===== src/rtl/jtmx5k_rom_pkg.sv =====
// Shared types for the ROM slot: fetch FSM states and
// the default client/SDRAM address widths.
package jtmx5k_rom_pkg;

  localparam int ROM_AW       = 17;
  localparam int ROM_SDRAM_AW = 22;

  typedef enum logic [1:0] {
    IDLE,
    WAIT_ACK,
    WAIT_DATA
  } state_e;

endpackage


===== src/rtl/jtmx5k_rom_slot_if.sv =====
// Client ROM bus (client is master) and SDRAM bank
// port (slot is master) used by jtmx5k_rom_slot.
interface jtmx5k_rom_if
  import jtmx5k_rom_pkg::*;
#(
  parameter int AW = ROM_AW
);
  logic          rom_cs;
  logic [AW-1:0] rom_addr;
  logic [7:0]    rom_data;
  logic          rom_ok;

  modport master (
    output rom_cs, rom_addr,
    input  rom_data, rom_ok
  );

  modport slave (
    input  rom_cs, rom_addr,
    output rom_data, rom_ok
  );
endinterface

interface jtmx5k_sdram_if
  import jtmx5k_rom_pkg::*;
#(
  parameter int SDRAM_AW = ROM_SDRAM_AW
);
  logic                sdram_req;
  logic [SDRAM_AW-1:0] sdram_addr;
  logic                sdram_ack;
  logic                sdram_rdy;
  logic [15:0]         sdram_din;

  modport master (
    output sdram_req, sdram_addr,
    input  sdram_ack, sdram_rdy, sdram_din
  );

  modport slave (
    input  sdram_req, sdram_addr,
    output sdram_ack, sdram_rdy, sdram_din
  );
endinterface


===== src/rtl/jtmx5k_rom_slot.sv =====
// Byte-wide ROM client slot with a one-word cache in
// front of a 16-bit SDRAM bank port.
module jtmx5k_rom_slot
  import jtmx5k_rom_pkg::*;
#(
  parameter int                  AW       = ROM_AW,
  parameter int                  SDRAM_AW = ROM_SDRAM_AW,
  parameter logic [SDRAM_AW-1:0] OFFSET   = '0
) (
  input  logic clk,
  input  logic rstn,
  input  logic flush,
  jtmx5k_rom_if.slave    rom,
  jtmx5k_sdram_if.master sdram
);

  state_e              state_q;
  logic                valid_q;
  logic                discard_q;
  logic [AW-2:0]       tag_q;
  logic [AW-2:0]       fetch_tag_q;
  logic [15:0]         word_q;
  logic                req_q;
  logic [SDRAM_AW-1:0] addr_q;

  logic [AW-2:0]       tag_d;
  logic [SDRAM_AW-1:0] addr_d;
  logic                hit;
  logic                store;

  assign tag_d  = rom.rom_addr[AW-1:1];
  assign addr_d = OFFSET + SDRAM_AW'(tag_d);
  assign hit    = valid_q & (tag_q == tag_d);

  // ack and rdy together in WAIT_ACK count as ack-then-rdy
  assign store = sdram.sdram_rdy &
                 ((state_q == WAIT_DATA) |
                  ((state_q == WAIT_ACK) & sdram.sdram_ack));

  assign rom.rom_ok   = rom.rom_cs & hit;
  assign rom.rom_data = rom.rom_addr[0] ? word_q[15:8]
                                        : word_q[7:0];

  assign sdram.sdram_req  = req_q;
  assign sdram.sdram_addr = addr_q;

  always_ff @(posedge clk or negedge rstn) begin
    if (!rstn) begin
      state_q     <= IDLE;
      valid_q     <= 1'b0;
      discard_q   <= 1'b0;
      tag_q       <= '0;
      fetch_tag_q <= '0;
      word_q      <= '0;
      req_q       <= 1'b0;
      addr_q      <= '0;
    end else begin
      if (flush) valid_q <= 1'b0;
      if (store) begin
        word_q  <= sdram.sdram_din;
        tag_q   <= fetch_tag_q;
        valid_q <= ~(discard_q | flush);
      end
      unique case (state_q)
        IDLE: begin
          discard_q <= 1'b0;
          if (rom.rom_cs & ~hit & ~flush) begin
            fetch_tag_q <= tag_d;
            addr_q      <= addr_d;
            req_q       <= 1'b1;
            state_q     <= WAIT_ACK;
          end
        end
        WAIT_ACK: begin
          if (flush) discard_q <= 1'b1;
          if (sdram.sdram_ack) begin
            req_q   <= 1'b0;
            state_q <= store ? IDLE : WAIT_DATA;
          end
        end
        WAIT_DATA: begin
          if (flush) discard_q <= 1'b1;
          if (store) state_q <= IDLE;
        end
        default: state_q <= IDLE;
      endcase
      if (store) discard_q <= 1'b0;
    end
  end

endmodule


===== src/flat_wrapper.sv =====
// flat-port wrapper written by rule: the top's interface ports become plain ports
module jtmx5k_rom_slot_flat import jtmx5k_rom_pkg::*;
#(
  parameter int                  AW       = ROM_AW,
  parameter int                  SDRAM_AW = ROM_SDRAM_AW,
  parameter logic [SDRAM_AW-1:0] OFFSET   = '0
)
  (clk, rstn, flush, rom_rom_cs, rom_rom_addr, rom_rom_data, rom_rom_ok, sdram_sdram_req, sdram_sdram_addr, sdram_sdram_ack, sdram_sdram_rdy, sdram_sdram_din);
  jtmx5k_rom_if #(.AW(AW)) rom_i ();
  jtmx5k_sdram_if #(.SDRAM_AW(SDRAM_AW)) sdram_i ();
  input  logic clk;
  input  logic rstn;
  input  logic flush;
  input wire logic [$bits(rom_i.rom_cs)-1:0] rom_rom_cs;
  input wire logic [$bits(rom_i.rom_addr)-1:0] rom_rom_addr;
  output wire logic [$bits(rom_i.rom_data)-1:0] rom_rom_data;
  output wire logic [$bits(rom_i.rom_ok)-1:0] rom_rom_ok;
  output wire logic [$bits(sdram_i.sdram_req)-1:0] sdram_sdram_req;
  output wire logic [$bits(sdram_i.sdram_addr)-1:0] sdram_sdram_addr;
  input wire logic [$bits(sdram_i.sdram_ack)-1:0] sdram_sdram_ack;
  input wire logic [$bits(sdram_i.sdram_rdy)-1:0] sdram_sdram_rdy;
  input wire logic [$bits(sdram_i.sdram_din)-1:0] sdram_sdram_din;
  assign rom_i.rom_cs = rom_rom_cs;
  assign rom_i.rom_addr = rom_rom_addr;
  assign rom_rom_data = rom_i.rom_data;
  assign rom_rom_ok = rom_i.rom_ok;
  assign sdram_sdram_req = sdram_i.sdram_req;
  assign sdram_sdram_addr = sdram_i.sdram_addr;
  assign sdram_i.sdram_ack = sdram_sdram_ack;
  assign sdram_i.sdram_rdy = sdram_sdram_rdy;
  assign sdram_i.sdram_din = sdram_sdram_din;
  jtmx5k_rom_slot #(.AW(AW), .SDRAM_AW(SDRAM_AW), .OFFSET(OFFSET)) u_core (.clk(clk), .rstn(rstn), .flush(flush), .rom(rom_i), .sdram(sdram_i));
endmodule

===== config.mk =====
export PLATFORM = sky130hd
export DESIGN_NAME = jtmx5k_rom_slot_flat
export DESIGN_NICKNAME = d
export VERILOG_FILES = /design/src/rtl/jtmx5k_rom_pkg.sv /design/src/rtl/jtmx5k_rom_slot_if.sv /design/src/rtl/jtmx5k_rom_slot.sv /design/src/flat_wrapper.sv
export SDC_FILE = /design/constraint.sdc
export NUM_CORES = 1
export LEC_CHECK = 0
export ABC_AREA = 1
export CAP_MARGIN = 20
export CORE_AREA = 2 2 87 89
export DETAILED_ROUTE_END_ITERATION = 10
export DIE_AREA = 0 0 89 91
export DONT_BUFFER_PORTS = 1
export GPL_TIMING_DRIVEN = 0
export PLACE_DENSITY_LB_ADDON = 0.3
export SYNTH_ARGS = -nofsm -noshare
export SYNTH_HDL_FRONTEND = slang
export SYNTH_SLANG_ARGS = --single-unit

===== constraint.sdc =====
create_clock -name clk -period 2.8 [get_ports clk]
set_input_delay 0.42 -clock clk [delete_from_list [all_inputs] [get_ports clk]]
set_output_delay 0.42 -clock clk [all_outputs]
set_load 0.02 [all_outputs]

Word level (Yosys, flattened, before mapping)
Index checks and enable logic that the tools add are counted.
{ "totals": {"out_inout_bits": 32, "in_bits": 39, "wordCells": 48, "reg_bits": 53} }
{ "classes": {"n_bitwise": 11, "eq_ne": 7, "mux": 14, "n_reduce_logical": 9} }
{ "ops": {"columns": ["cell", "count"], "rows": [
  ["== test 16 bit", 1],
  ["two-way mux 2 bit", 4],
  ["two-way mux 8 bit", 1],
  ["bitwise AND 1 bit", 6],
  ["two-way mux 1 bit", 6],
  ["one-hot mux 2 bit (3 select lines)", 1],
  ["AND reduction 3 bit", 2],
  ["inequality test 2 x 1 -> 1 bit (second input constant)", 2],
  ["one-hot mux 1 bit (2 select lines)", 2],
  ["AND reduction 2 bit", 2],
  ["nonzero test 2 bit", 2],
  ["inequality test 3 x 1 -> 1 bit (second input constant)", 1],
  ["NOT 1 bit", 3],
  ["nonzero test 3 bit", 1],
  ["== test 2 x 1 -> 1 bit (second input constant)", 1],
  ["== test 2 bit (second input constant)", 1],
  ["logical NOT 2 bit", 1],
  ["inequality test 2 bit (second input constant)", 1],
  ["OR 1 bit", 2],
  ["OR reduction 2 bit", 1]
]} }

Logic depth before layout (Yosys ltp)
Gate-level depths: netlist of run 1.
{ "depth": {"ltp_word": 7, "ltp_mapped": 12, "ltp_nobuf": 12} }

Worst setup path before layout of run 1
OpenSTA, ideal clock, no wires.
{ "synth_timing": {"path_type": "input port to output port", "from": "input rom_rom_addr[6]", "to": "output rom_rom_ok", "slack_ps": 1071, "arrival_ps": 1309, "path_stages": 6, "n_path_buf": 0, "required_time_ps": 2380, "path_cell_list": "nand2_1 o2111ai_1 or2_2 nor2_1 nand3b_1 nor2_1"} }
{ "synth_via": {"elab_chain_cells": 3} }
{ "synth_rtl": {"columns": ["element", "line_no", "text"], "rows": [
  ["start: declaration", "flat_wrapper.sv:15", "input wire logic [$bits(rom_i.rom_addr)-1:0] rom_rom_addr;"],
  ["== test 16 bit", "jtmx5k_rom_slot.sv:33", "assign hit = valid_q & (tag_q == tag_d);"],
  ["bitwise AND 1 bit", "jtmx5k_rom_slot.sv:33", null],
  ["bitwise AND 1 bit", "jtmx5k_rom_slot.sv:40", "assign rom.rom_ok = rom.rom_cs & hit;"],
  ["end: declaration", "flat_wrapper.sv:17", "output wire logic [$bits(rom_i.rom_ok)-1:0] rom_rom_ok;"]
]} }
No other way between the ends.

Worst setup path in the final report of run 1
{ "layout_timing": {"from": "register u_core.tag_q[11]", "to": "output rom_rom_ok"} }
{ "layout_via": {"elab_chain_cells": 3} }
{ "layout_rtl": {"columns": ["element", "line_no", "text"], "rows": [
  ["start: declaration", "jtmx5k_rom_slot.sv:20", "logic [AW-2:0] tag_q;"],
  ["start signal: assignment", "jtmx5k_rom_slot.sv:61", "tag_q <= fetch_tag_q;"],
  ["== test 16 bit", "jtmx5k_rom_slot.sv:33", null],
  ["bitwise AND 1 bit", "jtmx5k_rom_slot.sv:33", null],
  ["bitwise AND 1 bit", "jtmx5k_rom_slot.sv:40", null]
]} }
No other way between the ends.

==> flow_summary.ini, run 1 <==
[sta]
relSlewSlack_pct = 53.3
tightest_slew_ns = 0.693
clock_skew_ns = 0.0102
hold_slack_ns = 0.162
finalCriticalPeriod_ns = 2.19
rsz0062_at_grt = false
fin_ws_ns = 0.614
hold_violations = 0
setup_tns_ns = 0
maxSlewViolCount = 0
fmax_mhz = 457
setup_viol = 0
period_share_pct = 78.1

[clock_network]
cts_buffers = 5
cts_tree = built
clockBufferDepth = 2
clock_sinks = 53
clk_pin_slew_ns = 0.11
clockRootBuffer = clkbuf_8
postCtsSetupBuffers = 0
htreeDepth = 2
ctsResizeCount = 0
insertion_delay_ns = 0.31
ctsHoldBuffers = 2

[final_layout]
nFillCells = 740
final_util_pct = 42.8
antennaDiodeCount = 0
drive_gt1_share_pct = 12.7
final_nets = 412
areaGrowthSynthToFinish_pct = 10.7

[grt]
grt_max_degree = 54
antenna_found_initial = 0
grtUsageTotal_pct = 15.8
grt_pass1_vias = 2106
grt_remaining_overflow = 0
grt_pass1_wl_mm = 9.87

[synthesis]
netlist_area_um2 = 2760
synth_area_per_cell_um2 = 7.78
synth_top_cell_area_share_pct = 48.0
netlist_instances = 355
async_flop_share_pct = 100
ys_warn_count = 0
synthFlopType = dfrtp_1
ys_ff_latch = 53
netlist_top_cells_area = dfrtp_1, nand2_1, inv_1
yosys.area.top_type = dfrtp_1
synthTopCellsByCount = nand2_1, inv_1, dfrtp_1
yosysMostFrequentCell = nand2_1
synth_edf_count = 0
synth.yosys.seq_area_share_pct = 48.0
synth.distinct_cells = 30

[floorplanning]
die-area_um2 = 8100
chipWidth_um = 89
pin_count = 71
core-area_um2 = 7140
rows = 31
initial_core_util_pct = 38.7
die-height_um = 91

[placed_design]
hpwl_mm = 4.39
io_buffers = 0
place_congestion = 0.827
place_worst_setup_slack_ns = 0.909

[route]
first_pass_iters = 4
dr_total_vias = 2119
viasPerCell = 4.52
drc_errors = 0
ant_nets = 0
wl_per_cell_um = 12.6
drt_iter0_markers = 101
routed_wl_mm = 5.92

[power_and_ir_drop]
p_leak_nw = 1.57
clkPwrFrac_pct = 17.7
finalPower_mw = 3.03
switching_share_pct = 42.3
ir_worst_vdd_mv = 0.423
power.density_nw_per_um2 = 992
p_int_mw = 1.75
p_switching_mw = 1.28
power_frac_seq_pct = 48.3
p_comb_share_pct = 34.0

[min_path]
worst_hold_path.endpoint = u_core.valid_q
worst_hold_startpoint = flush
whs_path_depth = 1
hp-class = in2reg

[outcome]
status = complete, no violations

[critical_path]
r2r-end = u_core.tag_q[15]
worstSetupPathType = reg2out
reg2reg_slack_ns = 0.99
reg2regPathDepth = 8
critPathLaunchType = flip-flop
cp.required_ns = 2.38
crit_path_end_kind = primary output
startpoint = u_core.tag_q[11]
worstPathArrival_ns = 1.77
critPathMaxFanout = 3
r2r_start = u_core.state_q[1]

[run]
maxCapViolCount = 0
==> worst max-delay path by stage <==
stage,endpoint,slack (ns)
after floorplan,rom_rom_ok,1.07
after global placement,rom_rom_ok,0.92
after detailed placement,rom_rom_ok,0.91
after CTS,rom_rom_ok,0.59
after global routing,rom_rom_ok,0.45
final,rom_rom_ok,0.61
==> kinds of logic after synthesis <==
logic type / count (synthesis) / share of synthesized area (%)
AND/OR/NAND/NOR: 157 / 23.7
flip-flops: 53 / 48.0
buffers and inverters: 81 / 12.7
AO/OA/AOI/OAI: 57 / 12.9
XOR/XNOR: 2 / 0.634
adder cells (fa/ha/maj): 4 / 1.81
other: 1 / 0.136
==> metrics by stage <==
stage                     instance area [µm²]  cells
after floorplan                          2780    360
after CTS                                3060    469
after detailed placement                 2900    459
final                                    3060    469
after global routing                     3060    469
after global placement                   2900    459
==> flip-flops by register name, summed over array words and instances, names as in the netlist <==
register	count
u_core.valid_q	1
u_core.tag_q	16
u_core.discard_q	1
u_core.fetch_tag_q	16
u_core.word_q	16
u_core.state_q	2
u_core.sdram.sdram_req	1
==> metal layers <==
| layer | GRT usage (%) | share of wire (%) | up-vias |
|---|---|---|---|
| met1 | 20.3 | 42 | 944 |
| met5 | 0 | 0 | - |
| met2 | 24.8 | 47 | 68 |
| met3 | 4.64 | 8.4 | 8 |
| li1 | - | - | 1099 |
| met4 | 5.85 | 1.9 | 0 |
==> layout by cell type (no fill, tap or decap) <==
cell type and n:
dlygate4sd3_1 1, nand3_2 1, nor2_1 19, nor4_1 1, xnor2_1 2, clkinv_4 1
o22ai_1 1, buf_16 1, conb_1 6, a211oi_1 1, nor2_8 1, a21oi_1 3
buf_6 3, nand4_1 5, o2111ai_1 2, clkbuf_1 5, nor2_2 2, ha_1 4
clkinvlp_4 1, nor3b_1 1, nand2_2 1, nand2_4 1, nand3b_1 1, inv_1 60
nand2_1 120, bufinv_16 1, o21ai_2 16, buf_2 2, buf_4 6, or2_2 1
dfrtp_1 53, clkinv_1 1, clkbuf_8 5, o21ai_0 34, nand3_1 3, inv_2 4
==> power groups by stage <==
stage | Sequential (mW) | Combinational, mW | Clock, mW
final | 1.46 | 1.03 | 0.538
after global routing | 1.52 | 1.20 | 0.587
after CTS | 1.47 | 1.05 | 0.557
after detailed placement | 1.49 | 1.02 | 0
after global placement | 1.48 | 1.00 | 0
after floorplan | 1.42 | 0.855 | 0
==> layout make-up <==
type	instances	area, µm²	area share (%)
Sequential cell	53	1330	43.4
Multi-Input combinational cell	226	1100	36.1
Inverter	65	244	7.98
Tap cell	99	124	4.05
Buffer	16	108	3.52
Clock buffer	5	68.8	2.25
Clock inverter	3	46.3	1.51
Timing Repair Buffer	2	37.5	1.23
==> critical path, stage by stage (launching register included) <==
cell	delay, ns
dfrtp_1	0.41
nand2_1	0.12
nand2_1	0.06
nor3b_1	0.22
nand4_1	0.11
nor2_1	0.11
nand3b_1	0.08
nor2_1	0.35
Power figures use the tool's default switching activity.
==> run 2: changes to the inputs <==
ABC_AREA = 0   (was 1)
CORE_AREA = 2 2 83 85   (was 2 2 87 89)
DIE_AREA = 0 0 85 87   (was 0 0 89 91)
clock period = 2.25 ns   (was 2.8 ns; I/O delays follow)
==> run 2 against run 1 <==
Via count is 33% lower; clock-buffer cell count stayed put; sequential power grew 33%; synthesized area is 8.0% lower; combinational power up 25%; critical path depth decreased by 2; synthesized cell count fell by 48%; clock power grew 4.5%; utilization fell by 0.16 points.
==> flow_summary.ini, run 2 <==
[critical_path]
critPathMaxStageDelay_ns = 0.40
slowest_stage = dfrtp_1
worstPathArrival_ns = 1.85
critPathMaxFanout = 2
cp.required_ns = 1.91
cp_cell_sequence = xor2_1 > nor4_2 > nand2_1 > nor4bb_2 > and2_4
critPathLaunchType = flip-flop
crit_path_end_kind = primary output
worstSetupPathType = reg2out

[power_and_ir_drop]
ir_worst_vdd_mv = 0.535
p_int_mw = 2.38
p_leak_nw = 1.22
p_comb_share_pct = 34.0
switching_share_pct = 37.3
clkPwrFrac_pct = 14.8
finalPower_mw = 3.79
power_frac_seq_pct = 51.2
power.density_nw_per_um2 = 1350
p_switching_mw = 1.41

[placed_design]
hpwl_mm = 3.36
dp_cells = 270
io_buffers = 0
place_congestion = 0.703
place_area_um2 = 2660

[floorplanning]
initial_core_util_pct = 38.7
rows = 30
chipWidth_um = 85
pin_count = 71
die-area_um2 = 7400
core-area_um2 = 6570
die-height_um = 87

[final_layout]
final_cells = 280
final_common_cell = dfrtp_1
most-common-layout-cells = dfrtp_1, mux2_2, xor2_1, mux2_4
postLayoutCellArea_um2 = 2800
top_regs = u_core.fetch_tag_q: 16 flops, u_core.tag_q: 16 flops, u_core.word_q: 16 flops
antennaDiodeCount = 0
areaGrowthSynthToFinish_pct = 10.3
final_util_pct = 42.7
final_nets = 242
drive_gt1_share_pct = 42.0

[grt]
grtUsageTotal_pct = 13.3
grt_remaining_overflow = 0
antenna_found_initial = 0
grt_pass1_vias = 1471
grt_pass1_wl_mm = 7.62
grt_max_degree = 54

[synthesis]
async_flop_share_pct = 100
synthFlopType = dfrtp_1
synth_area_per_cell_um2 = 13.7
synth_edf_count = 0
synthTopCellsByCount = dfrtp_1, mux2_2, xor2_1
synth.distinct_cells = 34
ys_ff_latch = 53
yosys.area.top_type = dfrtp_1
synth.yosys.seq_area_share_pct = 52.2
yosysMostFrequentCell = dfrtp_1
netlist_instances = 185
synth_top_cell_area_share_pct = 52.2
netlist_area_um2 = 2540
ys_warn_count = 0
netlist_top_cells_area = dfrtp_1, mux2_2, mux2_4

[clock_network]
htreeDepth = 2
clockBufferDepth = 2
clockRootBuffer = clkbuf_8
clk_pin_slew_ns = 0.11
insertion_delay_ns = 0.31
postCtsSetupBuffers = 0
clock_sinks = 53
cts_tree = built
cts_buffers = 5

[sta]
clock_skew_ns = 0.00948
hold_violations = 0
setup_tns_ns = 0
fmax_mhz = 457
setup_viol = 0
maxSlewViolCount = 0
finalCriticalPeriod_ns = 2.19
period_share_pct = 97.2
rsz0062_at_grt = true

[run]
maxCapViolCount = 0

[route]
viasPerCell = 5.06
drt_iter0_markers = 49
drc_errors = 0
wl_per_cell_um = 16.8
dr_total_vias = 1416
ant_nets = 0
routed_wl_mm = 4.70
first_pass_iters = 4

[outcome]
status = complete, no violations

[min_path]
hp-class = in2reg
## run 2: cell types whose count changed in the layout (fill, tap and decap cells not counted), moves of 10 or more
cell     change
nand2_1    -116
o21ai_0     -33
inv_1       -55
nor2_1      -15
xor2_1      +11
o21ai_2     -16
mux2_4      +10
mux2_2      +46
## run 2: routing by layer
metal  global-route usage (%)  part of all wire, %
met1                     16.5                   43
met2                     20.5                   45
met3                     7.01                   11
met4                     3.46                 0.49
met5                        0                    0
## run 2: layout make-up
class | instances | area, µm²
fill | 602 | 3770
sequential | 53 | 1330
multi-input combinational | 121 | 1140
tap | 80 | 100
buffer | 11 | 83.8
clock buffer | 5 | 68.8
timing repair buffer | 2 | 37.5
clock inverter | 3 | 25.0
inverter | 5 | 18.8
## run 2: stage by stage
step	worst slack [ns]	hold slack (ns)
2_1_floorplan	0.482	0.0419
3_3_place_gp	0.108	0.0430
3_5_place_dp	0.0796	0.0431
4_1_cts	0.00748	0.0595
5_1_grt	-0.0635	0.0407
6_report	0.0623	0.0776
## run 2: worst max-delay path, delay by kind of cell, from the launching register on
kind / cells / cell delay (ns)
simple gates: 4 / 1.00
flops: 1 / 0.40
xor+xnor: 1 / 0.15
## run 2: repair_timing
item                                    4_1_cts  5_1_grt
hold endpoints to repair                     53        0
hold buffers                                  2        0
pin swaps                                     3        2
endpoints found under the setup margin        1       27
resized for setup                             3        1
## run 2: worst paths after layout
kind,startpoint,end,slack (ns),depth (start not counted)
max,u_core.tag_q[5],rom_rom_ok,0.06,5
min,flush,u_core.valid_q,0.08,1
max reg2reg,u_core.state_q[1],u_core.word_q[0],0.28,6
min reg2reg,u_core.word_q[12],u_core.word_q[12],0.51,1
max in group asynchronous,rstn,u_core.fetch_tag_q[3],1.48,2
min in group asynchronous,rstn,u_core.tag_q[8],0.54,2
## run 2: power by group through the flow
stage                     Clock (mW)  Combinational (mW)  Sequential [mW]
after floorplan                    0                1.12             1.87
after global placement             0                1.24             1.95
after detailed placement           0                1.27             1.97
after CTS                      0.590                1.31             1.95
after global routing           0.631                1.41             2.02
final                          0.562                1.29             1.94
## run 2: kinds of logic after synthesis
logic type | after synthesis | synth area share, %
multiplexers | 57 | 26.7
flip-flops | 53 | 52.2
AND/OR/NAND/NOR | 25 | 6.06
XOR/XNOR | 16 | 5.51
buffers and inverters | 16 | 4.04
AO/OA/AOI/OAI | 13 | 3.40
adder cells (fa/ha/maj) | 4 | 1.97
other | 1 | 0.148
==> run 3: changes to the inputs <==
CORE_AREA = 2 2 71 100   (was 2 2 83 85)
DIE_AREA = 0 0 73 102   (was 0 0 85 87)
==> run 3 against run 2 <==
Clock-buffer cell count unchanged; flip-flop and latch count did not move; sequential share of layout area shrank 0.19 points; worst setup slack better by 0.036 ns; highest routed layer unchanged.
==> flow_summary.ini, run 3 (synthesis results as in run 2) <==
[sta]
hold_slack_ns = 0.0982
setup_viol = 0
clock_skew_ns = 0.00902
fmax_mhz = 465
maxSlewViolCount = 0
period_share_pct = 95.6
hold_violations = 0
finalCriticalPeriod_ns = 2.15
rsz0062_at_grt = true

[placed_design]
hpwl_mm = 3.33
dp_cells = 264
place_congestion = 0.718
io_buffers = 0
place_area_um2 = 2650

[grt]
antenna_found_initial = 0
grt_remaining_overflow = 0
grt_pass1_vias = 1449
grtUsageTotal_pct = 13.0
grt_max_degree = 54
grt_pass1_wl_mm = 7.29

[power_and_ir_drop]
finalPower_mw = 3.86
power.density_nw_per_um2 = 1370
p_leak_nw = 1.23
ir_worst_vdd_mv = 0.716

[floorplanning]
chipWidth_um = 73
rows = 35
die-height_um = 102
core-area_um2 = 6530
die-area_um2 = 7450
pin_count = 71
initial_core_util_pct = 38.9

[clock_network]
cts_tree = built
cts_buffers = 5
clockBufferDepth = 2
clock_sinks = 53
clk_pin_slew_ns = 0.09
postCtsSetupBuffers = 0
clockRootBuffer = clkbuf_8
insertion_delay_ns = 0.30
htreeDepth = 2

[route]
viasPerCell = 5.09
routed_wl_mm = 4.59
ant_nets = 0
first_pass_iters = 4
drc_errors = 0
dr_total_vias = 1396
wl_per_cell_um = 16.8
drt_iter0_markers = 28

[final_layout]
final_common_cell = dfrtp_1
areaGrowthSynthToFinish_pct = 10.7
postLayoutCellArea_um2 = 2810
final_cells = 274
drive_gt1_share_pct = 42.0
top_regs = u_core.fetch_tag_q: 16 flops, u_core.tag_q: 16 flops, u_core.word_q: 16 flops
antennaDiodeCount = 0
most-common-layout-cells = dfrtp_1, mux2_2, xor2_1, mux2_4
final_nets = 242

[critical_path]
worstSetupPathType = reg2out
crit_path_end_kind = primary output
startpoint = u_core.tag_q[1]
r2r_start = u_core.state_q[1]
cp.required_ns = 1.91
worstPathArrival_ns = 1.81
critPathMaxFanout = 2
critPathLaunchType = flip-flop

[min_path]
hp-class = in2reg
worst_hold_startpoint = flush

[outcome]
status = complete, no violations

[run]
maxCapViolCount = 0
-- run 3: path summary, 6_finish.rpt --
kind / to / slack (ns) / cells past startpoint
max: rom_rom_ok / 0.1 / 5
min: u_core.valid_q / 0.1 / 1
max reg2reg: u_core.tag_q[2] / 0.27 / 6
min in group asynchronous: u_core.tag_q[0] / 0.56 / 2
min reg2reg: u_core.word_q[7] / 0.51 / 1
max in group asynchronous: u_core.fetch_tag_q[6] / 1.47 / 2
-- run 3: worst max-delay path: stages (launching register included) --
cell and delay, ns:
dfrtp_1 0.40, xor2_1 0.16, nor4_2 0.35, nand2_1 0.11, nor4bb_2 0.28, and2_4 0.23
-- run 3: power breakdown --
group	internal (mW)	total [mW]	switching, mW
Sequential	1.42	1.94	0.512
Combinational	0.728	1.28	0.550
Clock	0.334	0.651	0.317
Total	2.49	3.86	1.38
-- run 3: metrics by stage --
step                      utilization (%)  TNS [ns]  setup WS (ns)
final                                43.1         0         0.0980
after global routing                 43.1   -0.0142        -0.0142
after CTS                            43.1         0         0.0124
after global placement               40.7         0         0.0531
after floorplan                         -         0          0.482
after detailed placement             40.7         0         0.0596
-- run 3: what timing repair did --
action | CTS | global route
endpoints found under the setup margin | 1 | 27
hold buffers | 2 | 0
resized for setup | 3 | 1
endpoints found under the hold margin | 53 | 0
pin swaps | 3 | 0
-- run 3: area by class of cell --
class / count / area (µm²)
buffer: 11 / 83.8
fill: 602 / 3710
inverter: 5 / 18.8
clock buffer: 5 / 68.8
timing repair buffer: 2 / 37.5
clock inverter: 3 / 43.8
sequential: 53 / 1330
tap: 74 / 92.6
multi-input combinational: 121 / 1140
-- run 3: per-layer routing --
metal | GRT usage (%) | share of wire (%) | vias to the layer above
li1 | - | - | 655
met1 | 15.7 | 40 | 683
met2 | 21.2 | 50 | 52
met3 | 4.34 | 8.1 | 6
met4 | 5.13 | 1.7 | 0
met5 | 0 | 0 | -
